## src/rtl/glyph_readback_pkg.sv

```systemverilog
// Shared constants and glyph table for the cell drawer and its readback decoder.
package glyph_readback_pkg;

  localparam int GLYPH_W       = 7;
  localparam int BOX_W         = 9;
  localparam int CONTENT_BITS  = GLYPH_W * GLYPH_W;
  localparam int RING_BITS     = 4 * (BOX_W - 1);
  localparam int CONTENT_IDX_W = $clog2(CONTENT_BITS);
  localparam int RING_IDX_W    = $clog2(RING_BITS);
  localparam int NUM_GLYPHS    = 10;

  localparam logic [8:0] GLYPH_MAX = 9'(GLYPH_W);
  localparam logic [8:0] RING_MAX  = 9'(BOX_W - 1);

  localparam logic [2:0] COL_WHITE = 3'b111;
  localparam logic [2:0] COL_RED   = 3'b100;
  localparam logic [2:0] COL_BLACK = 3'b000;

  localparam logic [3:0] CODE_BLANK   = 4'hA;
  localparam logic [3:0] CODE_NOMATCH = 4'hF;

  localparam logic [0:0] ST_CAPTURE = 1'b0;
  localparam logic [0:0] ST_DECODE  = 1'b1;

  // Rows are given top to bottom; row r lands at bits [r*7 +: 7], column c at bit c of the row.
  function automatic logic [CONTENT_BITS-1:0] pack_rows(
    input logic [6:0] r0, input logic [6:0] r1, input logic [6:0] r2, input logic [6:0] r3,
    input logic [6:0] r4, input logic [6:0] r5, input logic [6:0] r6);
    pack_rows = {r6, r5, r4, r3, r2, r1, r0};
  endfunction

  // Content glyph for each digit code; anything outside 0-9 draws as blank.
  function automatic logic [CONTENT_BITS-1:0] glyph_bitmap(input logic [3:0] code);
    case (code)
      4'd0: glyph_bitmap = pack_rows(7'b0011100, 7'b0100010, 7'b0100110, 7'b0101010, 7'b0110010, 7'b0100010, 7'b0011100);
      4'd1: glyph_bitmap = pack_rows(7'b0001000, 7'b0011000, 7'b0001000, 7'b0001000, 7'b0001000, 7'b0001000, 7'b0011100);
      4'd2: glyph_bitmap = pack_rows(7'b0011100, 7'b0100010, 7'b0000010, 7'b0000100, 7'b0001000, 7'b0010000, 7'b0111110);
      4'd3: glyph_bitmap = pack_rows(7'b0111110, 7'b0000100, 7'b0001000, 7'b0000100, 7'b0000010, 7'b0100010, 7'b0011100);
      4'd4: glyph_bitmap = pack_rows(7'b0000100, 7'b0001100, 7'b0010100, 7'b0100100, 7'b0111110, 7'b0000100, 7'b0000100);
      4'd5: glyph_bitmap = pack_rows(7'b0111110, 7'b0100000, 7'b0111100, 7'b0000010, 7'b0000010, 7'b0100010, 7'b0011100);
      4'd6: glyph_bitmap = pack_rows(7'b0001100, 7'b0010000, 7'b0100000, 7'b0111100, 7'b0100010, 7'b0100010, 7'b0011100);
      4'd7: glyph_bitmap = pack_rows(7'b0111110, 7'b0000010, 7'b0000100, 7'b0001000, 7'b0010000, 7'b0010000, 7'b0010000);
      4'd8: glyph_bitmap = pack_rows(7'b0011100, 7'b0100010, 7'b0100010, 7'b0011100, 7'b0100010, 7'b0100010, 7'b0011100);
      4'd9: glyph_bitmap = pack_rows(7'b0011100, 7'b0100010, 7'b0100010, 7'b0011110, 7'b0000010, 7'b0000100, 7'b0011000);
      default: glyph_bitmap = '0;
    endcase
  endfunction

endpackage

```

## src/rtl/glyph_readback_match.sv

```systemverilog
// Combinational lookup of a captured content bitmap against the digit glyph table.
module glyph_match
  import glyph_readback_pkg::*;
(
  input  logic [CONTENT_BITS-1:0] bitmap,
  output logic                    hit,
  output logic [3:0]              code
);

  // Scan codes 0-9; glyphs are all distinct so at most one can hit.
  always_comb begin
    hit  = 1'b0;
    code = 4'd0;
    for (int k = 0; k < NUM_GLYPHS; k++) begin
      if (!hit && (bitmap == glyph_bitmap(4'(k)))) begin
        hit  = 1'b1;
        code = 4'(k);
      end
    end
  end

endmodule

```

## src/rtl/glyph_readback.sv

```systemverilog
// Taps the pixel-plot stream, rebuilds one cell's glyph and border ring, and decodes them.
module glyph_readback
  import glyph_readback_pkg::*;
#(
  parameter int SIZE = 4
) (
  input  logic            clock,
  input  logic            resetn,
  input  logic            clear,
  input  logic [SIZE-1:0] box_x,
  input  logic [SIZE-1:0] box_y,
  input  logic [7:0]      x_in,
  input  logic [6:0]      y_in,
  input  logic [2:0]      colour_in,
  input  logic            plot_in,
  output logic [3:0]      state_out,
  output logic            state_valid,
  output logic            glyph_err,
  output logic            cursor_out,
  output logic            cursor_valid,
  output logic            border_err
);

  logic [8:0]               dx, dy;
  logic                     content_hit, ring_hit;
  logic [CONTENT_IDX_W-1:0] content_idx;
  logic [RING_IDX_W-1:0]    ring_idx;

  logic [0:0]              c_state_q, c_state_d;
  logic [CONTENT_BITS-1:0] c_mask_q, c_mask_d;
  logic [CONTENT_BITS-1:0] c_bitmap_q, c_bitmap_d;
  logic [3:0]              state_out_q, state_out_d;
  logic                    state_valid_q, state_valid_d;
  logic                    glyph_err_q, glyph_err_d;

  logic [0:0]           r_state_q, r_state_d;
  logic [RING_BITS-1:0] r_mask_q, r_mask_d;
  logic [RING_BITS-1:0] r_red_q, r_red_d;
  logic [RING_BITS-1:0] r_white_q, r_white_d;
  logic                 cursor_out_q, cursor_out_d;
  logic                 cursor_valid_q, cursor_valid_d;
  logic                 border_err_q, border_err_d;

  logic       match_hit;
  logic [3:0] match_code;

  glyph_match u_match (
    .bitmap (c_bitmap_q),
    .hit    (match_hit),
    .code   (match_code)
  );

  // Locate the plotted pixel relative to the watched cell; negative offsets wrap and fall out of range.
  always_comb begin
    dx          = {1'b0, x_in} - {{(9-SIZE){1'b0}}, box_x};
    dy          = {2'b0, y_in} - {{(9-SIZE){1'b0}}, box_y};
    content_hit = (dx >= 9'd1) && (dx <= GLYPH_MAX) && (dy >= 9'd1) && (dy <= GLYPH_MAX);
    ring_hit    = (dx <= RING_MAX) && (dy <= RING_MAX) &&
                  ((dx == 9'd0) || (dx == RING_MAX) || (dy == 9'd0) || (dy == RING_MAX));
    content_idx = (dy[CONTENT_IDX_W-1:0] - 6'd1) * 6'(GLYPH_W) + (dx[CONTENT_IDX_W-1:0] - 6'd1);
    ring_idx    = '0;
    if (dy == 9'd0)
      ring_idx = dx[RING_IDX_W-1:0];
    else if (dy == RING_MAX)
      ring_idx = 5'd9 + dx[RING_IDX_W-1:0];
    else if (dx == 9'd0)
      ring_idx = 5'd17 + dy[RING_IDX_W-1:0];
    else
      ring_idx = 5'd24 + dy[RING_IDX_W-1:0];
  end

  // Content capture/decode: collect all 49 pixels, spend one cycle in DECODE, then publish the code.
  always_comb begin
    c_state_d     = c_state_q;
    c_mask_d      = c_mask_q;
    c_bitmap_d    = c_bitmap_q;
    state_out_d   = state_out_q;
    state_valid_d = 1'b0;
    glyph_err_d   = glyph_err_q;
    if (clear) begin
      c_state_d = ST_CAPTURE;
      c_mask_d  = '0;
    end else begin
      if (plot_in && content_hit) begin
        c_bitmap_d[content_idx] = (colour_in == COL_WHITE);
        c_mask_d[content_idx]   = 1'b1;
      end
      case (c_state_q)
        ST_CAPTURE: begin
          if (&c_mask_d) begin
            c_state_d = ST_DECODE;
            c_mask_d  = '0;
          end
        end
        default: begin
          c_state_d     = ST_CAPTURE;
          state_valid_d = 1'b1;
          if (c_bitmap_q == '0) begin
            state_out_d = CODE_BLANK;
            glyph_err_d = 1'b0;
          end else if (match_hit) begin
            state_out_d = match_code;
            glyph_err_d = 1'b0;
          end else begin
            state_out_d = CODE_NOMATCH;
            glyph_err_d = 1'b1;
          end
        end
      endcase
    end
  end

  // Border capture/decode: the ring must be uniformly red (cursor) or uniformly white (no cursor).
  always_comb begin
    r_state_d      = r_state_q;
    r_mask_d       = r_mask_q;
    r_red_d        = r_red_q;
    r_white_d      = r_white_q;
    cursor_out_d   = cursor_out_q;
    cursor_valid_d = 1'b0;
    border_err_d   = border_err_q;
    if (clear) begin
      r_state_d = ST_CAPTURE;
      r_mask_d  = '0;
    end else begin
      if (plot_in && ring_hit) begin
        r_red_d[ring_idx]   = (colour_in == COL_RED);
        r_white_d[ring_idx] = (colour_in == COL_WHITE);
        r_mask_d[ring_idx]  = 1'b1;
      end
      case (r_state_q)
        ST_CAPTURE: begin
          if (&r_mask_d) begin
            r_state_d = ST_DECODE;
            r_mask_d  = '0;
          end
        end
        default: begin
          r_state_d      = ST_CAPTURE;
          cursor_valid_d = 1'b1;
          cursor_out_d   = &r_red_q;
          border_err_d   = !(&r_red_q) && !(&r_white_q);
        end
      endcase
    end
  end

  // State registers with synchronous active-low reset.
  always_ff @(posedge clock) begin
    if (!resetn) begin
      c_state_q      <= ST_CAPTURE;
      c_mask_q       <= '0;
      c_bitmap_q     <= '0;
      state_out_q    <= '0;
      state_valid_q  <= 1'b0;
      glyph_err_q    <= 1'b0;
      r_state_q      <= ST_CAPTURE;
      r_mask_q       <= '0;
      r_red_q        <= '0;
      r_white_q      <= '0;
      cursor_out_q   <= 1'b0;
      cursor_valid_q <= 1'b0;
      border_err_q   <= 1'b0;
    end else begin
      c_state_q      <= c_state_d;
      c_mask_q       <= c_mask_d;
      c_bitmap_q     <= c_bitmap_d;
      state_out_q    <= state_out_d;
      state_valid_q  <= state_valid_d;
      glyph_err_q    <= glyph_err_d;
      r_state_q      <= r_state_d;
      r_mask_q       <= r_mask_d;
      r_red_q        <= r_red_d;
      r_white_q      <= r_white_d;
      cursor_out_q   <= cursor_out_d;
      cursor_valid_q <= cursor_valid_d;
      border_err_q   <= border_err_d;
    end
  end

  assign state_out    = state_out_q;
  assign state_valid  = state_valid_q;
  assign glyph_err    = glyph_err_q;
  assign cursor_out   = cursor_out_q;
  assign cursor_valid = cursor_valid_q;
  assign border_err   = border_err_q;

endmodule

```

## config.mk

```make
export PLATFORM = sky130hd
export DESIGN_NAME = glyph_readback
export DESIGN_NICKNAME = d
export VERILOG_FILES = /design/src/rtl/glyph_readback_pkg.sv /design/src/rtl/glyph_readback_match.sv /design/src/rtl/glyph_readback.sv
export SDC_FILE = /design/constraint.sdc
export NUM_CORES = 1
export LEC_CHECK = 0
export ABC_AREA = 1
export BUFFER_PORTS_ARGS = -buffer_cell sky130_fd_sc_hd__buf_2
export CORE_ASPECT_RATIO = 2
export CORE_MARGIN = 2
export CORE_UTILIZATION = 40
export CTS_CLUSTER_SIZE = 24
export DETAILED_ROUTE_END_ITERATION = 10
export SYNTH_ARGS = -nofsm -noshare
export SYNTH_HDL_FRONTEND = slang
export SYNTH_SLANG_ARGS = --single-unit
```

## constraint.sdc

```tcl
create_clock -name clock -period 6.41 [get_ports clock]
set_clock_uncertainty 0.05 [all_clocks]
set_input_delay 0.9615 -clock clock [delete_from_list [all_inputs] [get_ports clock]]
set_output_delay 0.9615 -clock clock [all_outputs]
set_load 0.05 [all_outputs]
```

# Yosys cells after proc, flatten, opt, wreduce, memory -nomap -nowiden
# Cells that the tools add are included.
# W data, S select, Z words.
# word_totals
reg_bits,205
word_cells,142
input_bits,30
out_inout_bits,9
# classes
reduce_logical,47
mul,1
n_mux,45
n_addsub,8
order_cmp,10
eq_ne,14
n_bitwise,4
# op_table
op,n
$eq A49 B47 Y1 const B,8
$mux W49,4
$mux W32,4
$reduce_and A32 Y1,3
$bwmux W32,2
$bwmux W49,1
$eq A49 B45 Y1 const B,1
$eq A49 B48 Y1 const B,1
$logic_not A49 Y1,1
$or A49 B49 Y49,1
$reduce_and A49 Y1,1
$or A32 B32 Y32,1
$logic_and A1 B1 Y1,19
$mux W1,19
$eq A9 B4 Y1 const B,2
$ge A9 B1 Y1 const B,2
$le A9 B3 Y1 const B,2
$le A9 B4 Y1 const B,2
$logic_not A9 Y1,2
$mux W4,4
$mux W5,3
$mux W3,4
$sub A6 B1 Y6 const B,2
$logic_not A1 Y1,11
19 further kinds,29

# Logic depth before layout (Yosys ltp)
# depth
word_depth,31
mapped_depth,41
mapped_depth_nobuf,39

# Cells and area by module
# Synthesis repeated with hierarchy kept, for this count alone.
# hier_totals
cells_unflattened,1704
area_unflattened_um2,11398.4
# modules_own_cells
module,cells_each,area_per_inst_um2,seq_area_each_um2,n_inst
glyph_readback,1483,10448.8,4103.9,1
glyph_match,221,949.7,0.0,1

# Least setup slack after synthesis
# OpenSTA, ideal clock, no wires.
# synth_timing
kind,in2reg
start,input y_in[0]
end,register c_mask_q[39]
path_slack_ns,0.162
setup_ns,0.116
stages,30
t_required_ns,6.244
arrival_ns,6.082
path_cell_list,inv_1 -> ha_1 -> inv_1 -> fa_1 -> inv_1 -> ha_1 -> inv_1 -> nor2_1 -> nor2_1 -> ha_1 -> fa_1 -> inv_1 -> fa_1 -> ha_1 -> nand2_1 -> nand3_1 -> xor2_1 -> nand3_1 -> nor2_2 -> nand2_1 -> nand2_1 -> nand2_1 -> nor2_1 -> nand2_1 -> nor2_1 -> nand2_1 -> o21ai_2 -> buf_6 -> buf_8 -> nor2_1
# synth_via
elab_chain_len,14
# synth_lines
item,line,text
"start, declared",glyph_readback.sv:13,"input logic [6:0] y_in,"
$sub A7 B4 Y8 (*),glyph_readback.sv:56,"dy = {2'b0, y_in} - {{(9-SIZE){1'b0}}, box_y};"
$sub A6 B1 Y6,glyph_readback.sv:60,content_idx = (dy[CONTENT_IDX_W-1:0] - 6'd1) * 6'(GLYPH_W) + (dx[CONTENT_IDX_W-1:0] - 6'd1);
$mul A6 B3 Y6,glyph_readback.sv:60,
$add A6 B6 Y6,glyph_readback.sv:60,
$lt A6 B7 Y1 (implied by the code) or $ge A6 B1 Y1 (tied branches),glyph_readback.sv:86,c_mask_d[content_idx] = 1'b1;
$logic_and A1 B1 Y1 (implied by the code),glyph_readback.sv:86,
$mux W1 (implied by the code),glyph_readback.sv:86,
$demux W1 S6,glyph_readback.sv:86,
$or A49 B49 Y49 (no line),--,
$mux W49 (*),glyph_readback.sv:84,if (plot_in && content_hit) begin
$mux W49 (*),glyph_readback.sv:80,if (clear) begin
$reduce_and A49 Y1,glyph_readback.sv:90,if (&c_mask_d) begin
$mux W49,glyph_readback.sv:90,
$mux W49 (*),glyph_readback.sv:88,case (c_state_q)
"end signal, assigned",glyph_readback.sv:166,c_mask_q <= c_mask_d;
"end, declared",glyph_readback.sv:30,"logic [CONTENT_BITS-1:0] c_mask_q, c_mask_d;"
# Mark *: on every way between the ends. The rest lies on a longest branch, timed or not. The select of a mux whose other input is x is not followed.
# A chain may end at the register's enable or synchronous reset.

# Worst setup path after layout
# layout_timing
start,input y_in[0]
end,register c_mask_q[17]
# The elaborated chain is that of the path after synthesis.

==> flow_metrics.py <==
metrics = {
    "synthesis": {
        "synth_edf_count": 0,
        "yosys_warnings": 0,
        "synth.avg_cell_area_um2": 6.622,
        "synth_ff_type": "sky130_fd_sc_hd__dfxtp_1",
        "syn-instance-count": 1679,
        "synth-async-reset-ratio": 0,
        "synth.distinct_cells": 46,
        "synth.ff_latch_count": 205,
        "synth.cell_area_um2": 11120,
        "syn-num-nets": 1741,
        "yosysSeqAreaShare": 0.3691,
    },
    "setup_path": {
        "critPathTopFamily": "adder cells",
        "path_class": "in -> reg",
        "crit_cells": 38,
        "timing.critical_path.to_type": "flop",
        "crit_arrival_ps": 6480,
        "r2r_slack_ps": 3560,
        "crit_path_frequent_cell": "sky130_fd_sc_hd__nand2_2",
        "critPathBufInv": 11,
        "critPathLaunchType": "input port",
        "cp_data_required_time_ps": 6750,
        "critPathSlowestCell": "sky130_fd_sc_hd__fa_2",
        "r2r_cells": 14,
        "worst-path-max-fanout": 8,
        "timing.critical_path.slowest_cell_delay_ps": 550,
    },
    "timing": {
        "worst_hold_slack_ps": 402.5,
        "timing.max_slew.rel_slack": 0.1917,
        "final_period_minus_worst_setup_slack_ps": 6139,
        "timing_worst_slew_pin_value_ps": 1201,
        "final.period_utilization": 0.9577,
        "finalMaxSlewViolations": 0,
        "setup_violations": 0,
        "maxClockFrequency_mhz": 162.9,
        "hold_violations": 0,
    },
    "floorplan": {
        "core_region_area_um2": 27440,
        "die_area_um2": 29230,
        "die_width_um": 121.9,
        "std_cell_rows": 86,
        "chipHeight_um": 239.8,
        "initial_core_util": 0.4052,
        "io_pins": 39,
    },
    "global_routing": {
        "grt.total_usage": 0.2436,
        "initial_antenna_violation_count": 0,
        "grt_first_pass_wirelength_um": 55120,
        "maximum_number_of_pins_on_one_net_before_global_route_repair": 75,
        "vias_in_the_first_global_route": 10690,
        "grt_remaining_overflow": 0,
    },
    "finish": {
        "syn2layout_area_growth_pct": 20.39,
        "fraction_of_final_layout_cells_sized_beyond_drive_strength_1": 0.1457,
        "multi_input_area_um2": 5821,
        "fill_cells": 2841,
        "number_of_nets_in_the_layout": 1876,
        "diode_count": 0,
        "regArea_um2": 4104,
    },
    "clocking": {
        "tritoncts_clock_tree": "yes",
        "cts-buffers-inserted": 20,
        "clock_insertion_delay_at_the_later_pin_of_the_skew_report_ps": 530,
        "clock_sinks": 205,
        "cts-root-buf": "sky130_fd_sc_hd__clkbuf_16",
        "cts-hold-fix-buffers": 0,
        "clk_buf_depth": 3,
        "cts.htree.levels": 1,
        "clk_transition_reported_paths_ps": 60,
    },
    "power_and_ir_drop": {
        "vdd.ir_drop.worst_mv": 0.2971,
        "power.density_nw_per_um2": 321.6,
        "power.total_mw": 4.305,
        "p_leak_nw": 5.761,
    },
    "flow_run": {
        "drv_cap": 0,
    },
    "placed_design": {
        "detailedPlacementHpwl_um": 27140,
        "buffer_ports.inserted": 38,
        "gpl.final_weighted_congestion": 0.9554,
    },
    "drt": {
        "vias": 10910,
        "drt.antenna.violating_nets": 0,
        "detailedRoute.firstPassIterationCount": 8,
        "drc": 0,
        "wl_per_cell_um": 16.14,
        "routed_wirelength_um": 35150,
        "detailedRoute.firstIterationViolations": 466,
        "route.detailed.vias_per_inst": 5.011,
    },
    "min_path": {
        "worstHoldPathType": "reg -> reg",
        "hold_depth": 2,
    },
    "outcome": {
        "outcome": "finished clean",
    },
}
kinds of logic after synthesis:
kind of cell | share of synthesized area
flip-flops | 0.3691
AND/OR/NAND/NOR | 0.3439
buffers and inverters | 0.1200
adder cells (fa/ha/maj) | 0.04141
XOR/XNOR | 0.007878
AO/OA/AOI/OAI | 0.1177
where the power goes:
group          switching [mW]  internal [mW]
clock network           0.520          0.787
logic                    1.03          0.697
registers           0.0000164           1.27
cells in the mapped netlist (2+ instances only):
cell,instances,area share
sky130_fd_sc_hd__nand2_1,339,0.11
sky130_fd_sc_hd__o211a_1,3,0.0027
sky130_fd_sc_hd__nand3_2,4,0.0036
sky130_fd_sc_hd__xor2_1,8,0.0063
sky130_fd_sc_hd__nand4_1,53,0.030
sky130_fd_sc_hd__buf_2,4,0.0018
sky130_fd_sc_hd__a311oi_1,17,0.013
sky130_fd_sc_hd__nor2_4,8,0.0081
sky130_fd_sc_hd__a21oi_1,69,0.031
sky130_fd_sc_hd__a31oi_1,6,0.0034
sky130_fd_sc_hd__o211ai_1,3,0.0020
sky130_fd_sc_hd__and3_1,2,0.0011
sky130_fd_sc_hd__buf_1,3,0.0010
sky130_fd_sc_hd__nand2_4,2,0.0020
sky130_fd_sc_hd__a211oi_1,47,0.032
sky130_fd_sc_hd__nand2_2,8,0.0045
sky130_fd_sc_hd__nand3_1,77,0.035
sky130_fd_sc_hd__buf_6,4,0.0041
sky130_fd_sc_hd__o311a_1,4,0.0036
sky130_fd_sc_hd__o21ai_0,49,0.022
sky130_fd_sc_hd__fa_1,8,0.014
sky130_fd_sc_hd__nor3_2,2,0.0018
sky130_fd_sc_hd__nor3_1,39,0.018
sky130_fd_sc_hd__nor4_1,21,0.012
sky130_fd_sc_hd__nor2_1,314,0.11
sky130_fd_sc_hd__inv_2,10,0.0034
sky130_fd_sc_hd__nor2_2,4,0.0023
sky130_fd_sc_hd__xnor2_1,2,0.0016
sky130_fd_sc_hd__nand3b_1,2,0.0014
sky130_fd_sc_hd__clkbuf_1,34,0.011
sky130_fd_sc_hd__inv_1,286,0.097
sky130_fd_sc_hd__ha_1,24,0.027
sky130_fd_sc_hd__o21bai_1,5,0.0034
sky130_fd_sc_hd__a21oi_2,2,0.0016
sky130_fd_sc_hd__dfxtp_1,205,0.37
cell type report:
cell class,count,share of cell area
Multi-Input combinational cell,1131,0.4348
Sequential cell,205,0.3066
Timing Repair Buffer,159,0.08862
Inverter,297,0.08347
Clock buffer,22,0.03870
Tap cell,352,0.03290
Clock inverter,12,0.01486
registers in the layout, indices dropped and copies added, names as in the netlist:
signal	flops
cursor_out	1
cursor_valid	1
r_state_q	1
border_err	1
c_state_q	1
state_out	4
c_bitmap_q	49
r_red_q	32
r_mask_q	32
glyph_err	1
c_mask_q	49
state_valid	1
r_white_q	32
through the flow:
stage | cells | util | area [µm²] | setup TNS [ps] | worst slack, ps
final | 2178 | 0.4878 | 13390 | 0 | 271.3
after global routing | 2178 | 0.4878 | 13390 | -337.8 | -26.03
after CTS | 2170 | 0.4791 | 13150 | 0 | 311.0
after detailed placement | 2136 | 0.4529 | 12430 | -8679 | -201.7
after global placement | 2136 | 0.4529 | 12430 | -4655 | -111.0
after floorplan | 1679 | - | 11120 | 0 | 162.0
layer usage:
metal,vias up,part of all wire,GRT usage
met4,0,0.085,0.1745
met3,118,0.029,0.02071
li1,5654,-,-
met1,4900,0.34,0.2312
met5,-,0,0
met2,242,0.54,0.4728
path summary, 6_finish.rpt:
| path | from | to |
|---|---|---|
| worst max-delay path | y_in[0] | c_mask_q[17]$_SDFF_PP0_ |
| worst min-delay path | r_white_q[9]$_SDFFE_PN0P_ | r_white_q[9]$_SDFFE_PN0P_ |
| worst max register to register | c_bitmap_q[46]$_SDFFE_PN0P_ | state_out[2]$_SDFFE_PN0P_ |
| worst min register to register | r_white_q[9]$_SDFFE_PN0P_ | r_white_q[9]$_SDFFE_PN0P_ |
what timing repair did:
item / in CTS / in global routing
endpoints found under the setup margin: 0 / 49
buffers inserted: 0 / 5
resized for setup: 0 / 37
layout by cell type, fill, tap and decap left out, drive strengths merged, types with 2 or more instances in the layout:
master	instances
o211ai	3
clkbuf	24
xnor2	2
fa	8
nand3b	2
a311oi	17
nor3	42
a21oi	71
o311a	4
nand2	349
or2	2
buf	157
a31oi	6
and3	2
clkinv	7
inv	296
o21ai	51
nand4	53
a211oi	47
nand3	82
dfxtp	205
bufinv	5
o211a	3
ha	24
nor4	21
o21bai	5
nor2	326
xor2	8
tightest hold or removal path, stage by stage, from the launching register on:
cell and delay (ps):
sky130_fd_sc_hd__dfxtp_1 310, sky130_fd_sc_hd__inv_1 50, sky130_fd_sc_hd__a21oi_1 50
No activity file was read; power rests on OpenSTA's default activity.
